<file path="src/rtl/title_attract_ctrl.sv">
// Attract-mode sequencer: blinks the PRESS FIRE banner, debounces the fire
// key and runs the start / play / holdoff handshake with the game logic.
module title_attract_ctrl #(
   parameter int unsigned BLINK_FRAMES    = 30,
   parameter int unsigned DEBOUNCE_FRAMES = 2,
   parameter int unsigned HOLDOFF_FRAMES  = 60
) (
   input  logic       Clk,
   input  logic       Reset_n,
   input  logic       frame_clk,
   input  logic       fire,
   input  logic       game_over,
   output logic       show_text,
   output logic       start_pulse,
   output logic       game_active,
   output logic [1:0] state_dbg
);

   typedef enum logic [1:0] {
      ATTRACT  = 2'b00,
      STARTING = 2'b01,
      PLAYING  = 2'b10,
      HOLDOFF  = 2'b11
   } state_t;

   localparam logic [7:0] BLINK_C = 8'(BLINK_FRAMES);
   localparam logic [7:0] DEB_C   = 8'(DEBOUNCE_FRAMES);
   localparam logic [7:0] HOLD_C  = 8'(HOLDOFF_FRAMES);

   logic       frame_s1_q, frame_s2_q, frame_prev_q;
   logic       fire_s1_q, fire_s2_q;
   logic       tick_q, tick_d;
   logic [7:0] fire_cnt_q, fire_cnt_d;
   logic       fire_db_q, fire_db_d;
   logic       press_q, press_d;
   state_t     state_q, state_d;
   logic [7:0] blink_cnt_q, blink_cnt_d;
   logic       blink_phase_q, blink_phase_d;
   logic [7:0] hold_cnt_q, hold_cnt_d;
   logic       show_text_q, show_text_d;
   logic       start_pulse_q, start_pulse_d;
   logic       game_active_q, game_active_d;

   // Bring frame_clk and fire into the Clk domain through two flops each
   always_ff @(posedge Clk or negedge Reset_n) begin
      if (!Reset_n) begin
         frame_s1_q   <= 1'b0;
         frame_s2_q   <= 1'b0;
         frame_prev_q <= 1'b0;
         fire_s1_q    <= 1'b0;
         fire_s2_q    <= 1'b0;
      end else begin
         frame_s1_q   <= frame_clk;
         frame_s2_q   <= frame_s1_q;
         frame_prev_q <= frame_s2_q;
         fire_s1_q    <= fire;
         fire_s2_q    <= fire_s1_q;
      end
   end

   // Frame tick detection, fire debounce and press edge
   always_comb begin
      tick_d     = frame_s2_q & ~frame_prev_q;
      fire_cnt_d = fire_cnt_q;
      fire_db_d  = fire_db_q;
      if (tick_q) begin
         if (fire_s2_q) begin
            if (fire_cnt_q != DEB_C) begin
               fire_cnt_d = fire_cnt_q + 8'd1;
            end
            fire_db_d = (fire_cnt_d == DEB_C);
         end else begin
            fire_cnt_d = 8'd0;
            fire_db_d  = 1'b0;
         end
      end
      press_d = fire_db_d & ~fire_db_q;
   end

   // Next state, counters and outputs; outputs follow the next state
   always_comb begin
      state_d       = state_q;
      blink_cnt_d   = blink_cnt_q;
      blink_phase_d = blink_phase_q;
      hold_cnt_d    = hold_cnt_q;
      unique case (state_q)
         ATTRACT: begin
            if (press_q) begin
               state_d = STARTING;
            end else if (tick_q) begin
               if (blink_cnt_q == BLINK_C - 8'd1) begin
                  blink_cnt_d   = 8'd0;
                  blink_phase_d = ~blink_phase_q;
               end else begin
                  blink_cnt_d = blink_cnt_q + 8'd1;
               end
            end
         end
         STARTING: begin
            state_d = PLAYING;
         end
         PLAYING: begin
            if (game_over) begin
               state_d    = HOLDOFF;
               hold_cnt_d = 8'd0;
            end
         end
         HOLDOFF: begin
            if (hold_cnt_q == HOLD_C && !fire_db_q) begin
               state_d       = ATTRACT;
               blink_cnt_d   = 8'd0;
               blink_phase_d = 1'b1;
            end else if (tick_q && hold_cnt_q != HOLD_C) begin
               hold_cnt_d = hold_cnt_q + 8'd1;
            end
         end
         default: state_d = ATTRACT;
      endcase
      show_text_d   = (state_d == ATTRACT) ? blink_phase_d
                                           : (state_d == HOLDOFF);
      start_pulse_d = (state_d == STARTING);
      game_active_d = (state_d == STARTING) || (state_d == PLAYING);
   end

   // Sequencer state and registered outputs
   always_ff @(posedge Clk or negedge Reset_n) begin
      if (!Reset_n) begin
         tick_q        <= 1'b0;
         fire_cnt_q    <= 8'd0;
         fire_db_q     <= 1'b0;
         press_q       <= 1'b0;
         state_q       <= ATTRACT;
         blink_cnt_q   <= 8'd0;
         blink_phase_q <= 1'b1;
         hold_cnt_q    <= 8'd0;
         show_text_q   <= 1'b1;
         start_pulse_q <= 1'b0;
         game_active_q <= 1'b0;
      end else begin
         tick_q        <= tick_d;
         fire_cnt_q    <= fire_cnt_d;
         fire_db_q     <= fire_db_d;
         press_q       <= press_d;
         state_q       <= state_d;
         blink_cnt_q   <= blink_cnt_d;
         blink_phase_q <= blink_phase_d;
         hold_cnt_q    <= hold_cnt_d;
         show_text_q   <= show_text_d;
         start_pulse_q <= start_pulse_d;
         game_active_q <= game_active_d;
      end
   end

   assign show_text   = show_text_q;
   assign start_pulse = start_pulse_q;
   assign game_active = game_active_q;
   assign state_dbg   = state_q;

endmodule

</file>
<file path="config.mk">
export PLATFORM = sky130hd
export DESIGN_NAME = title_attract_ctrl
export DESIGN_NICKNAME = d
export VERILOG_FILES = /design/src/rtl/title_attract_ctrl.sv
export SDC_FILE = /design/constraint.sdc
export NUM_CORES = 1
export LEC_CHECK = 0
export CAP_MARGIN = 30
export CORE_MARGIN = 2
export CORE_UTILIZATION = 60
export DETAILED_ROUTE_END_ITERATION = 6
export PLACE_DENSITY = 0.83
export RECOVER_POWER = 50
export REMOVE_ABC_BUFFERS = 1
export SYNTH_ARGS = -nofsm -noshare
export SYNTH_HDL_FRONTEND = slang
export SYNTH_SLANG_ARGS = --single-unit
</file>
<file path="constraint.sdc">
create_clock -name Clk -period 2.35 [get_ports Clk]
set_input_delay 0.5875 -clock Clk [delete_from_list [all_inputs] [get_ports Clk]]
set_output_delay 0.5875 -clock Clk [all_outputs]
set_load 0.01 [all_outputs]
</file>
# ---- Word level (Yosys, flattened, before mapping)
# Index checks and enable logic that the tools add are counted.
dict set report totals {
  latchBits 0
  ramBits 0
  in_bits 5
  memories 0
  mem_bits_ro 0
  ff_bits 38
  word_cells 76
}
dict set report classes {
  mux 25
  magnitude_cmp 0
  mul 0
  eq_ne 17
  addsub 3
  n_shift 0
  div 0
  bitwise_logic 5
  n_reduce_logical 10
}
# operator count
set ops {}
lappend ops {{two-way mux 8 bit} 11}
lappend ops {{case mux 8 bit (2 select lines)} 2}
lappend ops {{adder 8 x 1 -> 8 bit (second input constant)} 3}
lappend ops {{!= test 2 bit (second input constant)} 6}
lappend ops {{equality test 2 bit (second input constant)} 4}
lappend ops {{equality test 8 x 2 -> 1 bit (second input constant)} 1}
lappend ops {{equality test 8 x 5 -> 1 bit (second input constant)} 1}
lappend ops {{equality test 8 x 6 -> 1 bit (second input constant)} 1}
lappend ops {{!= test 8 x 2 -> 1 bit (second input constant)} 1}
lappend ops {{!= test 8 x 6 -> 1 bit (second input constant)} 1}
lappend ops {{case mux 2 bit (4 select lines)} 1}
lappend ops {{AND reduction 4 bit} 2}
lappend ops {{two-way mux 1 bit} 7}
lappend ops {{two-way mux 2 bit} 3}
lappend ops {{equality test 2 x 1 -> 1 bit (second input constant)} 2}
lappend ops {{zero test 2 bit} 2}
lappend ops {{nonzero test 2 bit} 2}
lappend ops {{inverter 1 bit} 3}
lappend ops {{AND 1 bit} 2}
lappend ops {{logical AND 1 bit} 2}
lappend ops {{case mux 1 bit (2 select lines)} 1}
lappend ops {{zero test 1 bit} 1}
lappend ops {{logical OR 1 bit} 1}

# ---- Longest topological paths before layout
# Gate-level depths: netlist of the first run.
dict set report depth {
  word_depth 8
  ltp_mapped 9
  ltp_nobuf 8
}

# ---- Worst setup path after synthesis of the first run
# OpenSTA, ideal clock, no wires.
dict set report synth_timing {
  path_kind {reg-to-reg}
  from {register hold_cnt_q[0]}
  to {register show_text_q, in the netlist show_text}
  path_buffers 1
  setup_slack_ns 0.242
  t_arrival_ns 2.026
  required_time_ns 2.268
  stages_incl_launch_ff 10
  path_cell_list {dfrtp_1 inv_1 ha_1 nand4bb_4 o31a_1 buf_6 o2bb2a_4 o22a_1 ha_1 mux2_2}
}
dict set report synth_between {
  elab_chain_len 6
}
# item line
set synth_lines {}
lappend synth_lines {{start: declaration} 39} ;# logic [7:0] hold_cnt_q, hold_cnt_d;
lappend synth_lines {{start signal: assignment} 147} ;# hold_cnt_q <= hold_cnt_d;
lappend synth_lines {{equality test 8 x 6 -> 1 bit *} 109} ;# if (hold_cnt_q == HOLD_C && !fire_db_q) begin
lappend synth_lines {{logical AND 1 bit *} 109}
lappend synth_lines {{two-way mux 2 bit *} 109}
lappend synth_lines {{case mux 2 bit (4 select lines) *} 86} ;# unique case (state_q)
lappend synth_lines {{named net state_d[0]} 36} ;# state_t state_q, state_d;
lappend synth_lines {{equality test 2 bit or zero test 2 bit (tied branches)} {120, 119}}
lappend synth_lines {{two-way mux 1 bit *} 119} ;# show_text_d = (state_d == ATTRACT) ? blink_phase_d
lappend synth_lines {{named net show_text_d} 40} ;# logic show_text_q, show_text_d;
lappend synth_lines {{end signal: assignment} 148} ;# show_text_q <= show_text_d;
lappend synth_lines {{end: declaration} 40}
# Mark *: on every way through the listed nets, which the timed path passes. The rest lies on a longest branch.
# A chain may end at the register's enable or synchronous reset.

# ---- Worst setup path after layout of the first run
dict set report layout_timing {
  from {register hold_cnt_q[0]}
  to {register show_text_q, in the netlist show_text}
}
dict set report layout_between {
  elab_chain_len 6
}
# item line
set layout_lines {}
lappend layout_lines {{equality test 8 x 6 -> 1 bit *} 109}
lappend layout_lines {{logical AND 1 bit *} 109}
lappend layout_lines {{two-way mux 2 bit} 109}
lappend layout_lines {{case mux 2 bit (4 select lines)} 86}
lappend layout_lines {{equality test 2 bit or zero test 2 bit (tied branches)} {120, 119}}
lappend layout_lines {{two-way mux 1 bit *} 119}
lappend layout_lines {{named net show_text_d} 40}
# Marked as above.

==> flow_summary.toml, run 1 <==
[clock_network]
clock_latency_ns = 0.29
cts_root_buf = "clkbuf_8"
cts_tree = "yes"
clk_path_buf_depth = 2
clkSinkCount = 38
clk_pin_slew_ns = 0.08
cts_htree_levels = 2
cts_made_buffers = 5

[power_and_ir_drop]
power.density_mw_per_mm2 = 965
clkPwrFrac_pct = 23.1
comb_power_share_pct = 40.3
internal_power_mw = 1.52
p_total_mw = 2.45
p_leak_nw = 1.04
sequentialPowerShare_pct = 36.6
peakVddDrop_mv = 0.686
swShare_pct = 37.8
p_switching_mw = 0.925

[synthesis]
ys_seq_area_share_pct = 41.9
synth_edf_count = 0
synth_common_cells = "36 x dfrtp_1, 15 x a21oi_1, 15 x o21ai_0, 14 x inv_1, 14 x nand2_1"
syn_area_mm2 = 0.00228
synthTopCellsByArea = "dfrtp_1 40%, ha_1 7.1%, a21oi_1 3.3%"
synthFlopType = "dfrtp_1"
syn_avg_cell_area_um2 = 9.94
yosys.area.top_type = "dfrtp_1"
yosysWarnings = 0
ys_ff_latch = 38
synth.most_common_cell = "dfrtp_1"
synth.distinct_cells = 55
async_reset_ff_share_pct = 100
netlist_instances = 229
synth_top_cell_area_share_pct = 39.6

[run]
maxCapViolCount = 0

[floorplanning]
num_rows = 22
die_w_um = 65.6
die_area_mm2 = 0.00430
die_h_um = 65.6
io_pins = 10
core_mm2 = 0.00366
start_util_pct = 62.2

[routing]
vias = 1816
first_iter_violations = 114
ant_nets = 0
drc = 0
drt_first_pass_iters = 4
wl_mm = 4.43
via_per_inst = 6.22
wire_per_inst_um = 15.2

[timing]
fmax_mhz = 468
finalSetupViolations = 0
layout_setup_ws_ns = 0.212
rsz0062_at_grt = "false"
relSlewSlack_pct = 18.1
hold_viol_final = 0
tns_ns = 0
fin_worst_skew_ns = 0.00466
maxSlewViolCount = 0
finalCritPeriodShare_pct = 91.0
worstMarginPinSlew_ns = 1.23
min_period_ns = 2.14

[setup_path]
critical_path_required_ns = 2.58
crit_fanout = 4
crit_start = "hold_cnt_q[0]"
endpoint = "show_text"
reg2regPathDepth = 8
criticalPathCategory = "flop to flop"
slowest_delay_ns = 0.40
timing.rr.start = "hold_cnt_q[0]"
r2r_end = "show_text"
cp_common_cell = "ha_1"
rrSetupSlack_ns = 0.21
path_buf_inv = 1
cp_slowest_cell = "dfrtp_1"
crit_arrival_ns = 2.36
path_depth = 8
path_delay_family = "compound AO/OA/AOI/OAI gates"
path_cells = "inv_1, ha_1, nand4bb_4, o31ai_1, o21ai_0, a21oi_1, ha_1, mux2_2"
start_kind = "flop"
setup.worst_path.end_class = "flop"

[cells_and_area]
drive_above_1_share_pct = 12.7
layout.nets = 261
area_growth_pct = 11.4
antenna_cells = 0
design_area_mm2 = 0.00253

[place]
port_buffers = 9
place_ws_ns = 0.181
dpl_cell_area_mm2 = 0.00243
post-dp-hpwl_mm = 3.19
place.gp.congestion = 0.869

[global_route]
antenna_found_initial = 0
track_usage_pct = 23.1
grt_max_degree = 25
grt_pass1_vias = 1686
grt_overflow = 0
grt_first_pass_wirelength_mm = 7.64

[run_status]
run_status = "finished, final reports clean"

[worst_hold_path]
hp-class = "flop to flop"
-- how the worst min path moves through the flow --
stage                           from              to  slack, ns  cells after the start
after floorplan              Reset_n  blink_cnt_q[0]       0.29                      0
after global placement     fire_s1_q       fire_s2_q       0.33                      0
after detailed placement  frame_s1_q      frame_s2_q       0.34                      0
after CTS                    Reset_n     game_active       0.27                      1
after global routing       fire_s1_q       fire_s2_q       0.37                      0
final                     frame_s1_q      frame_s2_q       0.36                      0
-- logic make-up (layout without fill, tap and decap cells) --
kind of cell    count (synthesis)  after routing  synth area share [%]
mux                             6              6                  2.80
buf+inv                        24             39                  4.56
compound gates                 72             72                  22.8
flops                          38             38                  41.9
simple gates                   74             74                  20.0
xor+xnor                        2              2                 0.770
fa+ha+maj                      13             13                  7.15
-- state kept, by name (all words and copies together), names as in the netlist, 2 cells and up --
signal,flops
hold_cnt_q,8
fire_cnt_q,8
blink_cnt_q,8
state_dbg,2
-- per-layer routing --
metal | GRT usage (%) | wire [um] | vias to the layer above
li1 | - | - | 879
met1 | 32.5 | 2080 | 857
met2 | 34.9 | 2040 | 70
met3 | 4.28 | 235 | 10
met4 | 10.4 | 80 | 0
met5 | 0 | 0 | -
-- placed cells by master, fill, tap and decap left out, types with 3 or more instances in the layout --
cell | netlist | layout
nor2_1 | 13 | 13
mux2i_1 | 3 | 3
or3_1 | 6 | 6
o2bb2ai_1 | 3 | 3
clkdlybuf4s50_1 | 0 | 6
o22ai_1 | 3 | 3
a21oi_1 | 15 | 15
mux2_2 | 3 | 3
clkbuf_1 | 4 | 3
inv_1 | 14 | 14
nand3_1 | 9 | 9
o21ai_0 | 15 | 15
nand2_1 | 14 | 14
a211oi_1 | 6 | 6
o31ai_1 | 10 | 10
clkbuf_8 | 0 | 5
buf_4 | 0 | 6
nor3_1 | 5 | 5
and3_1 | 3 | 3
a22o_1 | 3 | 3
nand4_1 | 5 | 5
dfrtp_1 | 36 | 36
ha_1 | 13 | 13
-- cell type report --
type / count / area [um2]
clock buffer: 5 / 68.8
clock inverter: 3 / 45.0
fill: 278 / 1130
inverter: 14 / 52.6
multi-input combinational: 167 / 1220
sequential: 38 / 953
tap: 48 / 60.1
timing repair buffer: 17 / 136
-- power by group through the flow --
stage	Clock [mW]	Combinational, mW	Sequential (mW)
2_1_floorplan	0	0.665	0.896
3_3_place_gp	0	0.945	0.903
3_5_place_dp	0	0.979	0.907
4_1_cts	0.576	0.991	0.894
5_1_grt	0.597	1.10	0.919
6_report	0.565	0.985	0.895
-- metrics by stage --
stage,utilization [%],cells,hold slack [ns]
after detailed placement,66.4,284,0.337
after global routing,69.2,292,0.372
final,69.2,292,0.364
after global placement,66.4,284,0.332
after floorplan,-,219,0.292
after CTS,69.5,292,0.272
-- repair_timing --
item,4_1_cts,5_1_grt
endpoints found under the setup margin,0,1
hold buffers,0,0
buffers inserted,0,0
resized for setup,0,0
Note: power is estimated with default switching activity, not from simulation.
==> run 2: changes to the inputs <==
--- a/config.mk
+++ b/config.mk
@@ -7,9 +7,10 @@
 export LEC_CHECK = 0
 export CAP_MARGIN = 30
 export CORE_MARGIN = 2
-export CORE_UTILIZATION = 60
+export CORE_UTILIZATION = 35
 export DETAILED_ROUTE_END_ITERATION = 6
-export PLACE_DENSITY = 0.83
+export GPL_TIMING_DRIVEN = 1
+export PLACE_DENSITY = 0.55
 export RECOVER_POWER = 50
 export REMOVE_ABC_BUFFERS = 1
 export SYNTH_ARGS = -nofsm -noshare
==> flow_summary.toml, run 2 (synthesized netlist as in run 1, its figures left out) <==
[timing]
hold_viol_final = 0
finalCritPeriodShare_pct = 91.5
fmax_mhz = 465
rsz0062_at_grt = "false"
fin_worst_skew_ns = 0.00567
min_period_ns = 2.15
worstMarginPinSlew_ns = 1.38
tns_ns = 0
relSlewSlack_pct = 7.84
finalSetupViolations = 0
maxSlewViolCount = 0
layout_setup_ws_ns = 0.199

[cells_and_area]
layout_commonest_cell = "dfrtp_1"
fin_util_pct = 41.1
largest_registers = "blink_cnt_q: 8 flops, fire_cnt_q: 8 flops, hold_cnt_q: 8 flops"
layout.nets = 260
final_cell_mix = "36 x dfrtp_1, 15 x o21ai_0, 15 x a21oi_1"
drive_above_1_share_pct = 12.8
area_growth_pct = 13.9
antenna_cells = 0

[global_route]
grt_pass1_vias = 1677
antenna_found_initial = 0
grt_overflow = 0
grt_max_degree = 26
grt_first_pass_wirelength_mm = 8.14
track_usage_pct = 13.7

[run_status]
run_status = "finished, final reports clean"

[floorplanning]
io_pins = 10
die_w_um = 84.6
start_util_pct = 36.0
die_h_um = 84.6
die_area_mm2 = 0.00716
core_mm2 = 0.00631
num_rows = 29

[setup_path]
slowest_delay_ns = 0.40
crit_arrival_ns = 2.37
cp_common_cell = "ha_1"
cp_slowest_cell = "dfrtp_1"
critical_path_required_ns = 2.57
path_buf_inv = 1
path_delay_family = "compound AO/OA/AOI/OAI gates"
start_kind = "flop"
criticalPathCategory = "flop to flop"
setup.worst_path.end_class = "flop"
crit_fanout = 4
path_cells = "inv_1, ha_1, nand4bb_4, o31a_1, o2bb2a_4, o22a_1, ha_1, mux2_2"

[place]
post-dp-hpwl_mm = 3.15
place.gp.congestion = 0.781
place_ws_ns = 0.138
port_buffers = 9

[clock_network]
clk_pin_slew_ns = 0.08
cts_htree_levels = 2
clkSinkCount = 38
cts_tree = "yes"
cts_made_buffers = 5
clk_path_buf_depth = 2
clock_latency_ns = 0.29
post_cts_buffers = 0
cts_root_buf = "clkbuf_8"
hold_buffers = 0

[power_and_ir_drop]
power.density_mw_per_mm2 = 981
peakVddDrop_mv = 0.570
p_leak_nw = 1.05

[run]
maxCapViolCount = 0

[routing]
drc = 0
drt_first_pass_iters = 4
vias = 1736
wire_per_inst_um = 14.1
ant_nets = 0
wl_mm = 4.50
via_per_inst = 5.43
first_iter_violations = 61

[worst_hold_path]
hp-class = "flop to flop"
## run 2: changes by cell type in the layout (fill, tap and decap cells not counted)
cell        before  now
o31ai_2          0    1
bufinv_16        1    2
o31ai_1         10    9
clkinvlp_4       2    0
clkinv_4         0    1
buf_4            6    5
## run 2: report_power, final
part | switching (mW) | internal (mW) | total, mW
sequential | 0.129 | 0.770 | 0.900
combinational | 0.537 | 0.430 | 0.967
clock | 0.250 | 0.425 | 0.675
## run 2: metal layers
metal | track usage, % | wire [um] | vias up | part of all wire (%)
met5 | 0 | 0 | - | 0
met4 | 3.90 | 42 | 0 | 0.93
met3 | 3.05 | 83 | 4 | 1.8
met2 | 19.5 | 1870 | 18 | 42
met1 | 20.8 | 2500 | 830 | 56
li1 | - | - | 884 | -
## run 2: metrics by stage
step / hold slack, ns / instance area (um2) / power, mW / std cells
2_1_floorplan: 0.292 / 2220 / 1.56 / 219
3_3_place_gp: 0.336 / 2460 / 1.87 / 312
3_5_place_dp: 0.335 / 2460 / 1.88 / 312
4_1_cts: 0.296 / 2600 / 2.57 / 320
5_1_grt: 0.376 / 2590 / 2.76 / 320
6_report: 0.352 / 2590 / 2.54 / 320
## run 2: worst reg2reg max path, cell delays in order (launching register included)
cell and delay (ns):
dfrtp_1 0.40, inv_1 0.09, ha_1 0.20, nand4bb_4 0.15, o31a_1 0.34, o2bb2a_4 0.23, o22a_1 0.22, ha_1 0.19
mux2_2 0.26
## run 2: repair_timing
| item | CTS | global route |
|---|---|---|
| resized for setup | 0 | 1 |
| hold endpoints to repair | 0 | 0 |
| endpoints found under the setup margin | 0 | 1 |
## run 2: path summary, 6_finish.rpt
check	start	end	cells after the start	slack, ns
setup / recovery	hold_cnt_q[0]	show_text	8	0.20
hold / removal	fire_s1_q	fire_s2_q	0	0.35
setup reg to reg	hold_cnt_q[0]	show_text	8	0.20
hold reg to reg	fire_s1_q	fire_s2_q	0	0.35
max in group asynchronous	Reset_n	blink_cnt_q[1]	2	0.77
min in group asynchronous	Reset_n	fire_cnt_q[4]	1	0.60
## run 2: layout make-up
class / instances / area [um2]
clock buffer: 5 / 68.8
clock inverter: 3 / 68.8
fill: 654 / 3720
inverter: 14 / 52.6
multi-input combinational: 167 / 1220
sequential: 38 / 953
tap: 77 / 96.3
timing repair buffer: 16 / 129
